<file path="config.mk">
export PLATFORM = sky130hd
export DESIGN_NAME = fpdiv_arbiter
export DESIGN_NICKNAME = d
export VERILOG_FILES = /design/src/rtl/fpdiv_pkg.sv /design/src/rtl/fpdiv_arbiter_rr_arb.sv /design/src/rtl/fpdiv_arbiter.sv
export SDC_FILE = /design/constraint.sdc
export NUM_CORES = 1
export LEC_CHECK = 0
export ABC_AREA = 1
export CORE_AREA = 4 4 158 160
export CTS_BUF_LIST = sky130_fd_sc_hd__clkbuf_4 sky130_fd_sc_hd__clkbuf_8
export DETAILED_ROUTE_END_ITERATION = 12
export DIE_AREA = 0 0 162 164
export GPL_ROUTABILITY_DRIVEN = 0
export PLACE_DENSITY = 0.61
export SLEW_MARGIN = 30
export SYNTH_ARGS = -nofsm -noshare
export SYNTH_HDL_FRONTEND = slang
export SYNTH_HIERARCHICAL = 1
export SYNTH_SLANG_ARGS = --single-unit
</file>
<file path="constraint.sdc">
create_clock -name clk -period 2.6 [get_ports clk]
set_input_delay 0.78 -clock clk [delete_from_list [all_inputs] [get_ports clk]]
set_output_delay 0.78 -clock clk [all_outputs]
set_load 0.02 [all_outputs]
</file>
<file path="src/rtl/fpdiv_pkg.sv">
// fpdiv_pkg: shared types and constants for the divider arbiter
package fpdiv_pkg;
    localparam int FLAG_W = 5;
    typedef enum logic [1:0] {IDLE, ISSUE, WAIT, RESP} state_t;
    typedef struct packed {
        logic tmo;
        logic unf;
        logic ovf;
        logic zbz;
        logic dbz;
    } fpdiv_flags_t;
    localparam fpdiv_flags_t FLAG_TMO = fpdiv_flags_t'(5'b10000);
endpackage

</file>
<file path="src/rtl/fpdiv_arbiter_rr_arb.sv">
// rr_arb: combinational round-robin pick of the first request at or after ptr
module rr_arb #(
    parameter int NREQ = 4
) (
    input  logic [NREQ-1:0]         req,
    input  logic [$clog2(NREQ)-1:0] ptr,
    output logic [NREQ-1:0]         gnt,
    output logic [$clog2(NREQ)-1:0] idx
);
    localparam int IW = $clog2(NREQ);
    // Scan from the farthest offset down so the nearest requester wins last
    always_comb begin
        idx = '0;
        for (int i = NREQ - 1; i >= 0; i--)
            if (req[(int'(ptr) + i) % NREQ]) idx = IW'((int'(ptr) + i) % NREQ);
        gnt = (|req) ? NREQ'(1) << idx : '0;
    end
endmodule

</file>
<file path="src/rtl/fpdiv_arbiter.sv">
// fpdiv_arbiter: shares one external FP divider among NREQ requesters,
// one operation in flight, with a timeout on the divider result.
module fpdiv_arbiter
    import fpdiv_pkg::*;
#(
    parameter int WIDTH   = 32,
    parameter int NREQ    = 4,
    parameter int TMO_CYC = 64
) (
    input  logic                    clk,
    input  logic                    rst_n,
    input  logic [NREQ-1:0]         req_valid,
    output logic [NREQ-1:0]         req_ready,
    input  logic [NREQ*WIDTH-1:0]   req_a,
    input  logic [NREQ*WIDTH-1:0]   req_b,
    output logic                    rsp_valid,
    input  logic                    rsp_ready,
    output logic [$clog2(NREQ)-1:0] rsp_id,
    output logic [WIDTH-1:0]        rsp_c,
    output logic [FLAG_W-1:0]       rsp_flags,
    output logic                    div_start,
    output logic [WIDTH-1:0]        div_a,
    output logic [WIDTH-1:0]        div_b,
    input  logic                    div_busy,
    input  logic                    div_valid,
    input  logic [WIDTH-1:0]        div_c,
    input  logic                    div_dbz,
    input  logic                    div_zbz,
    input  logic                    div_ovf,
    input  logic                    div_unf
);
    localparam int IW = $clog2(NREQ);
    localparam int CW = $clog2(TMO_CYC) + 1;

    state_t          state_q, state_d;
    logic [IW-1:0]   ptr_q, ptr_d, id_q, id_d, gidx;
    logic [WIDTH-1:0] a_q, a_d, b_q, b_d, c_q, c_d;
    fpdiv_flags_t    flags_q, flags_d;
    logic [CW-1:0]   cnt_q, cnt_d;
    logic [NREQ-1:0] gnt;
    logic            acc, tmo;

    rr_arb #(.NREQ(NREQ)) u_arb (.req(req_valid), .ptr(ptr_q), .gnt(gnt), .idx(gidx));

    assign req_ready = (state_q == IDLE) ? gnt : '0;
    // Busy only rises the cycle after start, so the first WAIT cycle is skipped
    assign acc = div_valid && !div_busy && (cnt_q != '0);
    assign tmo = (cnt_q + 1'b1) == CW'(TMO_CYC - 1);

    always_comb begin
        state_d = state_q;
        ptr_d   = ptr_q;
        id_d    = id_q;
        a_d     = a_q;
        b_d     = b_q;
        c_d     = c_q;
        flags_d = flags_q;
        cnt_d   = cnt_q;
        unique case (state_q)
            IDLE: if (|req_valid) begin
                id_d    = gidx;
                a_d     = req_a[int'(gidx)*WIDTH +: WIDTH];
                b_d     = req_b[int'(gidx)*WIDTH +: WIDTH];
                ptr_d   = (gidx == IW'(NREQ - 1)) ? '0 : gidx + 1'b1;
                state_d = ISSUE;
            end
            ISSUE: begin
                cnt_d   = '0;
                state_d = WAIT;
            end
            WAIT: begin
                cnt_d = cnt_q + 1'b1;
                if (acc) begin
                    c_d     = div_c;
                    flags_d = '{tmo: 1'b0, unf: div_unf, ovf: div_ovf, zbz: div_zbz, dbz: div_dbz};
                    state_d = RESP;
                end else if (tmo) begin
                    c_d     = '0;
                    flags_d = FLAG_TMO;
                    state_d = RESP;
                end
            end
            RESP: state_d = rsp_ready ? IDLE : RESP;
            default: state_d = IDLE;
        endcase
    end

    always_ff @(posedge clk or negedge rst_n) begin
        if (!rst_n) begin
            state_q <= IDLE;
            ptr_q   <= '0;
            id_q    <= '0;
            a_q     <= '0;
            b_q     <= '0;
            c_q     <= '0;
            flags_q <= '0;
            cnt_q   <= '0;
        end else begin
            state_q <= state_d;
            ptr_q   <= ptr_d;
            id_q    <= id_d;
            a_q     <= a_d;
            b_q     <= b_d;
            c_q     <= c_d;
            flags_q <= flags_d;
            cnt_q   <= cnt_d;
        end
    end

    assign rsp_valid = (state_q == RESP);
    assign div_start = (state_q == ISSUE);
    assign rsp_id    = id_q;
    assign rsp_c     = c_q;
    assign rsp_flags = flags_q;
    assign div_a     = a_q;
    assign div_b     = b_q;
endmodule

</file>
# Yosys cells after proc, flatten, opt, wreduce, memory -nomap -nowiden
# Index checks and enable logic that the tools add are counted.
# W data, S select, Z words.
# totals
regBits	114
wordCells	76
output_inout_bits	109
inputBits	301
# classes
n_reduce_logical	14
bitwise_logic	3
eq_ne	7
shifts	3
n_lt_le_gt_ge	4
add_sub_neg	5
mux	28
# op_table
cell	n
$shiftx A128 B8 Y32	2
$mux W32	2
$mux W2	9
$pmux W7 S2	1
$lt A3 B4 Y1 const B	3
$mux W5	2
$bmux W1 S2	4
$mux W4	2
$pmux W2 S4	1
$add A7 B1 Y7 const B	1
$eq A7 B6 Y1 const B	1
$mux W1	7
$reduce_bool A7 Y1	1
$eq A2 B2 Y1 const B	3
$reduce_and A2 Y1	3
$reduce_or A2 Y1	3
$add A2 B1 Y2 const B	2
$add A2 B2 Y2 const B	2
$reduce_bool A2 Y1	2
$reduce_or A4 Y1	1
$shl A1 B2 Y4 const A	1
$and A1 B1 Y1 const A	3
$lt A2 B3 Y1 const B	1
$ne A3 B3 Y1 const B	1
other kinds (5)	6

# Depth between registers and ports, before layout
# Gate-level depths: netlist of the first run.
# depth
depth_word	13
mapped_depth	16
mapped_depth_nobuf	14

# By module
# The synthesis of the first run kept the hierarchy.
# by_module_without_submodules
mod	n_inst	area_each_um2	seq_area_each_um2	cells_each
fpdiv_arbiter	1	6321.1	2852.7	901
rr_arb	1	252.7	0.0	52

# Worst setup path before layout of the first run
# No wires, ideal clock.
# synth_timing
path_type	input to output
from	in req_valid[1]
to	out req_ready[3]
path_stages	11
path_slack_ns	0.163
t_required_ns	1.820
arrival_time_ns	1.657
cell_sequence	inv_1 -> nand2_2 -> nand3_1 -> nand2_1 -> inv_2 -> nand3_2 -> nand2_2 -> inv_2 -> nor2_2 -> nand2_1 -> inv_1
# synth_between
elab_chain_cells	10
elab_cells_between_ends	19
cone_classes	1 x shift; 17 x mux; 1 x reduce/logical
# synth_rtl
element	line_no	source
start, declared	fpdiv_arbiter.sv:12	input logic [NREQ-1:0] req_valid,
$bmux W1 S2	fpdiv_arbiter_rr_arb.sv:15	if (req[(int'(ptr) + i) % NREQ]) idx = IW'((int'(ptr) + i) % NREQ);
$mux W1 (implied by the code) (2 in series)	fpdiv_arbiter_rr_arb.sv:15	
$mux W2 (3 in series)	fpdiv_arbiter_rr_arb.sv:15	
$mux W2 *	fpdiv_arbiter_rr_arb.sv:15	
net gidx[0]	fpdiv_arbiter.sv:36	logic [IW-1:0] ptr_q, ptr_d, id_q, id_d, gidx;
$shl A1 B2 Y4 *	fpdiv_arbiter_rr_arb.sv:16	gnt = (|req) ? NREQ'(1) << idx : '0;
$mux W4 *	fpdiv_arbiter_rr_arb.sv:16	
net gnt[3]	fpdiv_arbiter.sv:40	logic [NREQ-1:0] gnt;
$mux W4 *	fpdiv_arbiter.sv:45	assign req_ready = (state_q == IDLE) ? gnt : '0;
end, declared	fpdiv_arbiter.sv:13	output logic [NREQ-1:0] req_ready,
# Mark *: on every way through the listed nets, which the timed path passes. The rest lies on a longest branch. The select of a mux whose other input is x is not followed.

# Worst setup path after layout of the first run
# layout_timing
from	in req_valid[1]
to	out req_ready[0]
# The elaborated chain is that of the path after synthesis.

==> impl_metrics.yaml, run 1 <==
setup_path:
  cp_num_buf_inv: 5
  arrival_ns: 1.98
  regToRegSetupSlack_ns: 0.12
  reg2regPathDepth: 13
  crit_path_max_incr_delay_ns: 0.23
  cp.depth: 12
  cpMostUsedCell: "nand2_1"
  endpoint_kind: "output pin"
  crit_path_cell_trace: "dlygate4sd2_1 -> inv_2 -> o21ai_2 -> nand2_1 -> nand3_1 -> nand2_1 -> nand2_2 -> inv_2 -> nor2_1 -> nand2_1 -> inv_1 -> buf_4"
  critPathTopFamily: "buffers and inverters"
  path_max_fanout: 3
  setup.worst_path.class: "in2out"
  crit_slowest_cell: "dlygate4sd2_1"
  critical_path_required_ns: 1.82
  startpoint_type: "input pin"
synthesis:
  synth-xor-area-share_pct: 0
  syn-num-nets: 1262
  avgSynthCellArea_sq_um: 6.90
  ys_seq_area_share_pct: 43.4
  muxShareOfSynthArea_pct: 0
  syn-cell-area_sq_mm: 0.00657
  synth-seq-cells: 114
  synthSimpleGateAreaFrac_pct: 31.0
  ys_types: 26
  syn_inst: 953
  synth_warnings: 6
  synth-adder-area-share_pct: 1.52
  synth-compound-area-share_pct: 17.6
  synth_top_family_by_area: "simple AND/OR/NAND/NOR gates"
floorplan:
  boundaryPins: 410
  initial_utilization_pct: 28.1
  placement_rows: 56
  die_w_um: 162
  chipHeight_um: 164
  die-area_sq_mm: 0.0266
  core_area_sq_mm: 0.0234
drt:
  vias_per_cell: 4.63
  routed_wl_um: 28900
  drc: 0
  via_count: 7849
  firstDrtPassIters: 5
  wire_per_inst_um: 17.0
  drtIter0Drc: 437
  ant_nets: 0
place:
  dp_hpwl_um: 21900
  post_dp_cell_area_sq_mm: 0.0112
  port_buffers: 409
finish:
  drive_gt1_share_pct: 8.36
  stdcell_area_sq_mm: 0.0117
  nNetsFinal: 1671
  areaGrowthSynthToFinish_pct: 78.7
  final_common_cell: "clkdlybuf4s50_1"
  layout_common_cells: "399 x clkdlybuf4s50_1, 248 x nand2_1, 240 x nor2_1"
timing:
  hold_violations: 0
  rsz0062_at_grt: "yes"
  min_period_over_period_pct: 106
  timing.fmax_mhz: 362
  worst_slack_ns: -0.164
  worst_pin_slew_ns: 0.434
  slew_viol_final: 0
  setup_viol: 4
  clock_skew_ns: 0.0218
  maxSlewHeadroom_pct: 71.0
  finalCriticalPeriod_ns: 2.76
grt:
  met2_usage_pct: 35.3
  busiest_layer: "met2"
  grt_pass1_wl_um: 43100
  use_met1_pct: 24.6
  grt_antenna_before_repair: 1
  overflow: 0
  use_met3_pct: 7.00
  grt_max_degree: 64
  gr-usage-all-layers_pct: 20.7
  grt_pass1_vias: 7769
run_status:
  status: "complete, but fails checks"
  failed_checks: "setup timing"
cts:
  clk_latency_ns: 0.43
  cts_tree: "done"
  clkTransAtPathRegs_ns: 0.08
  holdBufCountCts: 0
  cts_root_buffer: "clkbuf_8"
  cts_max_path_buffers: 2
  cts_sinks: 114
  cts_buffers: 17
  htreeDepth: 4
power_and_ir_drop:
  p_leak_nw: 5.18
  p_per_area_mw_per_mm2: 1310
  ir_drop_mv: 0.820
  power_mw: 15.4
min_path:
  hold_class: "in2async"
job:
  cap_violations: 0
==> power by group <==
part           internal, mW  total, mW  switching [mW]
sequential             2.52       2.95           0.433
clock                 0.880       1.74           0.864
combinational          4.55       10.7            6.17
==> registers in the layout, indices dropped and copies added (netlist names) <==
signal,flops
rsp_flags,5
rsp_id,2
rsp_c,32
div_b,32
div_a,32
cnt_q,7
state_q,2
ptr_q,2
==> synthesized netlist by cell type <==
master / count / area, sq um
a21oi_1: 1 / 5.00
a21oi_4: 1 / 16.3
a31oi_1: 34 / 213
buf_1: 2 / 7.51
buf_2: 24 / 120
buf_6: 4 / 45.0
clkbuf_1: 35 / 131
clkinv_1: 1 / 3.75
dfrtp_1: 114 / 2850
ha_1: 8 / 100
inv_1: 26 / 97.6
inv_2: 6 / 22.5
nand2_1: 249 / 935
nand2_2: 7 / 43.8
nand2_4: 1 / 11.3
nand3_1: 16 / 80.1
nand3_2: 2 / 20.0
nand4_1: 3 / 18.8
nor2_1: 241 / 905
nor2_2: 2 / 12.5
nor3_1: 1 / 5.00
nor4_1: 1 / 6.26
o21a_1: 1 / 7.51
o21ai_0: 138 / 691
o21ai_2: 2 / 17.5
o22ai_1: 33 / 206
==> path summary, 6_finish.rpt <==
path	endpoint	from
max in group asynchronous	div_a[24]	rst_n
setup / recovery	req_ready[0]	req_valid[1]
min in group clk	div_b[30]	div_b[30]
hold reg to reg	div_b[30]	div_b[30]
hold / removal	rsp_c[22]	rst_n
setup reg to reg	div_a[1]	ptr_q[0]
==> kinds of logic after synthesis <==
group | count (synthesis)
compound gates | 210
fa+ha+maj | 8
buf+inv | 98
flops | 114
simple gates | 523
==> stage by stage <==
stage                     hold WS, ns  setup TNS, ns  utilization (%)  instances  setup slack [ns]
after floorplan                 0.484              0                -        953             0.163
after global placement          0.453         -49.23             48.0       1658            -0.994
after detailed placement        0.457         -52.38             48.0       1658             -1.00
after CTS                       0.130         -0.610             49.8       1691            -0.152
after global routing            0.123          -1.20             50.2       1695            -0.290
final                           0.166         -0.622             50.2       1695            -0.164
==> area by class of cell <==
cell class | instances | area, sq um
antenna | 1 | 2.50
clock buffer | 17 | 234
clock inverter | 15 | 173
fill | 2410 | 11700
inverter | 33 | 125
multi-input combinational | 741 | 3320
sequential | 114 | 2850
tap | 319 | 399
timing repair buffer | 455 | 4630
==> worst reg2reg max path: cells and delay by family, from the launching register on <==
kind,cells,cell delay [ns]
AO/OA/AOI/OAI,3,0.40
buffers and inverters,4,0.91
flip-flops,1,0.46
AND/OR/NAND/NOR,6,0.64
==> metal layers <==
layer  wire, um  vias to the layer above  part of all wire (%)
met3       2340                       39                   8.1
met4        762                        0                   2.6
met1      11700                     3612                    40
li1           -                     3913                     -
met5          0                        -                     0
met2      14100                      285                    49
==> timing repair <==
action | 4_1_cts | 5_1_grt
setup buffers | 1 | 2
pin swaps | 3 | 1
hold endpoints to repair | 0 | 0
setup endpoints to repair | 71 | 65
cloned | 0 | 2
gates resized for setup | 34 | 12
(Power assumes the default switching activity.)
==> run 2, diff against run 1 <==
--- a/config.mk
+++ b/config.mk
@@ -6,12 +6,14 @@
 export NUM_CORES = 1
 export LEC_CHECK = 0
 export ABC_AREA = 1
-export CORE_AREA = 4 4 158 160
+export CELL_PAD_IN_SITES_DETAIL_PLACEMENT = 1
+export CELL_PAD_IN_SITES_GLOBAL_PLACEMENT = 2
+export CORE_AREA = 4 4 192 194
 export CTS_BUF_LIST = sky130_fd_sc_hd__clkbuf_4 sky130_fd_sc_hd__clkbuf_8
 export DETAILED_ROUTE_END_ITERATION = 12
-export DIE_AREA = 0 0 162 164
+export DIE_AREA = 0 0 196 198
 export GPL_ROUTABILITY_DRIVEN = 0
-export PLACE_DENSITY = 0.61
+export PLACE_DENSITY = 0.8
 export SLEW_MARGIN = 30
 export SYNTH_ARGS = -nofsm -noshare
 export SYNTH_HDL_FRONTEND = slang
==> impl_metrics.yaml, run 2 (same netlist as run 1, synthesis figures left out) <==
run_status:
  status: "complete, but fails checks"
  failed_checks: "setup timing"
place:
  port_buffers: 409
  post_dp_cell_area_sq_mm: 0.0115
  dp_hpwl_um: 25100
  dp_slack_ns: -0.966
timing:
  maxSlewHeadroom_pct: 61.9
  min_period_over_period_pct: 107
  worst_slack_ns: -0.182
  timing.fmax_mhz: 359
  setup_viol: 4
  slew_viol_final: 0
  finalCriticalPeriod_ns: 2.78
  rsz0062_at_grt: "yes"
  hold_ws_ns: 0.277
  hold_violations: 0
  worst_pin_slew_ns: 0.571
  clock_skew_ns: 0.0194
floorplan:
  die_w_um: 196
  placement_rows: 69
  die-area_sq_mm: 0.0388
  initial_utilization_pct: 18.7
  boundaryPins: 410
  chipHeight_um: 198
  core_area_sq_mm: 0.0352
setup_path:
  regToRegStartpoint: "ptr_q[0]"
  setup.worst_path.class: "in2out"
  setup.worst_path.start: "req_valid[1]"
  critical_path_required_ns: 1.82
  path_max_fanout: 3
  reg2regPathDepth: 14
  startpoint_type: "input pin"
  endpoint_kind: "output pin"
  r2r_end: "div_a[15]"
  regToRegSetupSlack_ns: 0.19
  arrival_ns: 2.00
  endpoint: "req_ready[1]"
grt:
  grt_pass1_vias: 8611
  use_met1_pct: 19.3
  gr-usage-all-layers_pct: 16.3
  busiest_layer: "met2"
  grt_max_degree: 89
  grt_antenna_before_repair: 3
  overflow: 0
  met2_usage_pct: 28.7
  use_met3_pct: 5.50
  grt_pass1_wl_um: 49500
power_and_ir_drop:
  p_leak_nw: 5.20
  ir_drop_mv: 0.877
  p_per_area_mw_per_mm2: 1340
cts:
  clk_latency_ns: 0.45
  htreeDepth: 4
  cts_buffers: 17
  cts_sinks: 114
  cts_max_path_buffers: 2
  cts_tree: "done"
  cts_root_buffer: "clkbuf_8"
  clkTransAtPathRegs_ns: 0.09
drt:
  drc: 0
  wire_per_inst_um: 18.1
  via_count: 8044
  vias_per_cell: 4.37
  ant_nets: 0
  drtIter0Drc: 249
  firstDrtPassIters: 4
  routed_wl_um: 33300
finish:
  stdcell_area_sq_mm: 0.0120
  nNetsFinal: 1675
  layout_common_cells: "399 x clkdlybuf4s50_1, 244 x nand2_1, 239 x nor2_1"
  drive_gt1_share_pct: 8.99
  postLayoutCoreUtil_pct: 34.1
  final_common_cell: "clkdlybuf4s50_1"
  areaGrowthSynthToFinish_pct: 82.7
job:
  cap_violations: 0
min_path:
  hold_class: "in2async"
run 2: cell count changes in the layout (fill, tap and decap cells not counted), sizes merged:
cell / change
buf: +5
bufinv: +1
clkinv: -1
dlygate4sd2: +1
dlymetal6s2s: -1
inv: -1
run 2: final cells by class:
cell class                 count  area, sq um
inverter                      33          131
clock buffer                  18          241
multi-input combinational    741         3330
sequential                   114         2850
fill                        4282        23200
timing repair buffer         459         4690
tap                          461          577
antenna                        1         2.50
clock inverter                14          176
run 2: timing repair:
item,4_1_cts,5_1_grt
buffers inserted,1,0
hold buffers,0,0
cloned,0,1
pin swaps,5,8
endpoints found under the setup margin,72,63
gates resized for setup,40,20
run 2: worst min path at each step:
stage	depth (start not counted)	slack, ns	startpoint	end
6_report	1	0.28	rst_n	rsp_flags[2]
5_1_grt	1	0.30	rst_n	rsp_flags[2]
4_1_cts	1	0.28	rst_n	rsp_flags[2]
3_5_place_dp	2	0.46	rsp_c[8]	rsp_c[8]
3_3_place_gp	2	0.45	div_b[22]	div_b[22]
2_1_floorplan	0	0.48	rst_n	cnt_q[0]
run 2: routing by layer:
metal,share of wire (%),up-vias
met3,7.6,32
li1,-,3922
met4,1.5,6
met2,50,287
met5,0.12,-
met1,41,3797
run 2: report_power, final:
| part | leakage (nW) | total [mW] | internal, mW | switching (mW) |
|---|---|---|---|---|
| combinational | 3.59 | 11.3 | 4.75 | 6.56 |
| clock | 0.208 | 1.88 | 0.971 | 0.910 |
| sequential | 1.41 | 2.93 | 2.52 | 0.412 |
| total | 5.20 | 16.1 | 8.24 | 7.88 |
run 2: metrics by stage:
stage          setup TNS, ns  std cells  power (mW)
4_1_cts               -0.742       1839        16.1
6_report              -0.661       1841        16.1
3_5_place_dp          -59.72       1806        14.1
5_1_grt                -1.20       1840        17.6
2_1_floorplan              0        953        9.02
3_3_place_gp          -52.48       1806        13.9
run 2: worst max-delay path: stages:
cell	delay, ns
dlygate4sd2_1	0.24
inv_2	0.06
o21ai_2	0.15
nand2_2	0.08
nand3_1	0.09
nand2_1	0.07
nand2_2	0.11
inv_2	0.07
nor2_2	0.10
nand2_1	0.05
inv_1	0.07
buf_6	0.11
==> run 3, diff against run 2 <==
--- a/config.mk
+++ b/config.mk
@@ -13,6 +13,7 @@
 export DETAILED_ROUTE_END_ITERATION = 12
 export DIE_AREA = 0 0 196 198
 export GPL_ROUTABILITY_DRIVEN = 0
+export HOLD_SLACK_MARGIN = 0.06
 export PLACE_DENSITY = 0.8
 export SLEW_MARGIN = 30
 export SYNTH_ARGS = -nofsm -noshare
==> results of run 3 <==
Same layout as run 2: the final DEF is identical, and so are final timing and power.
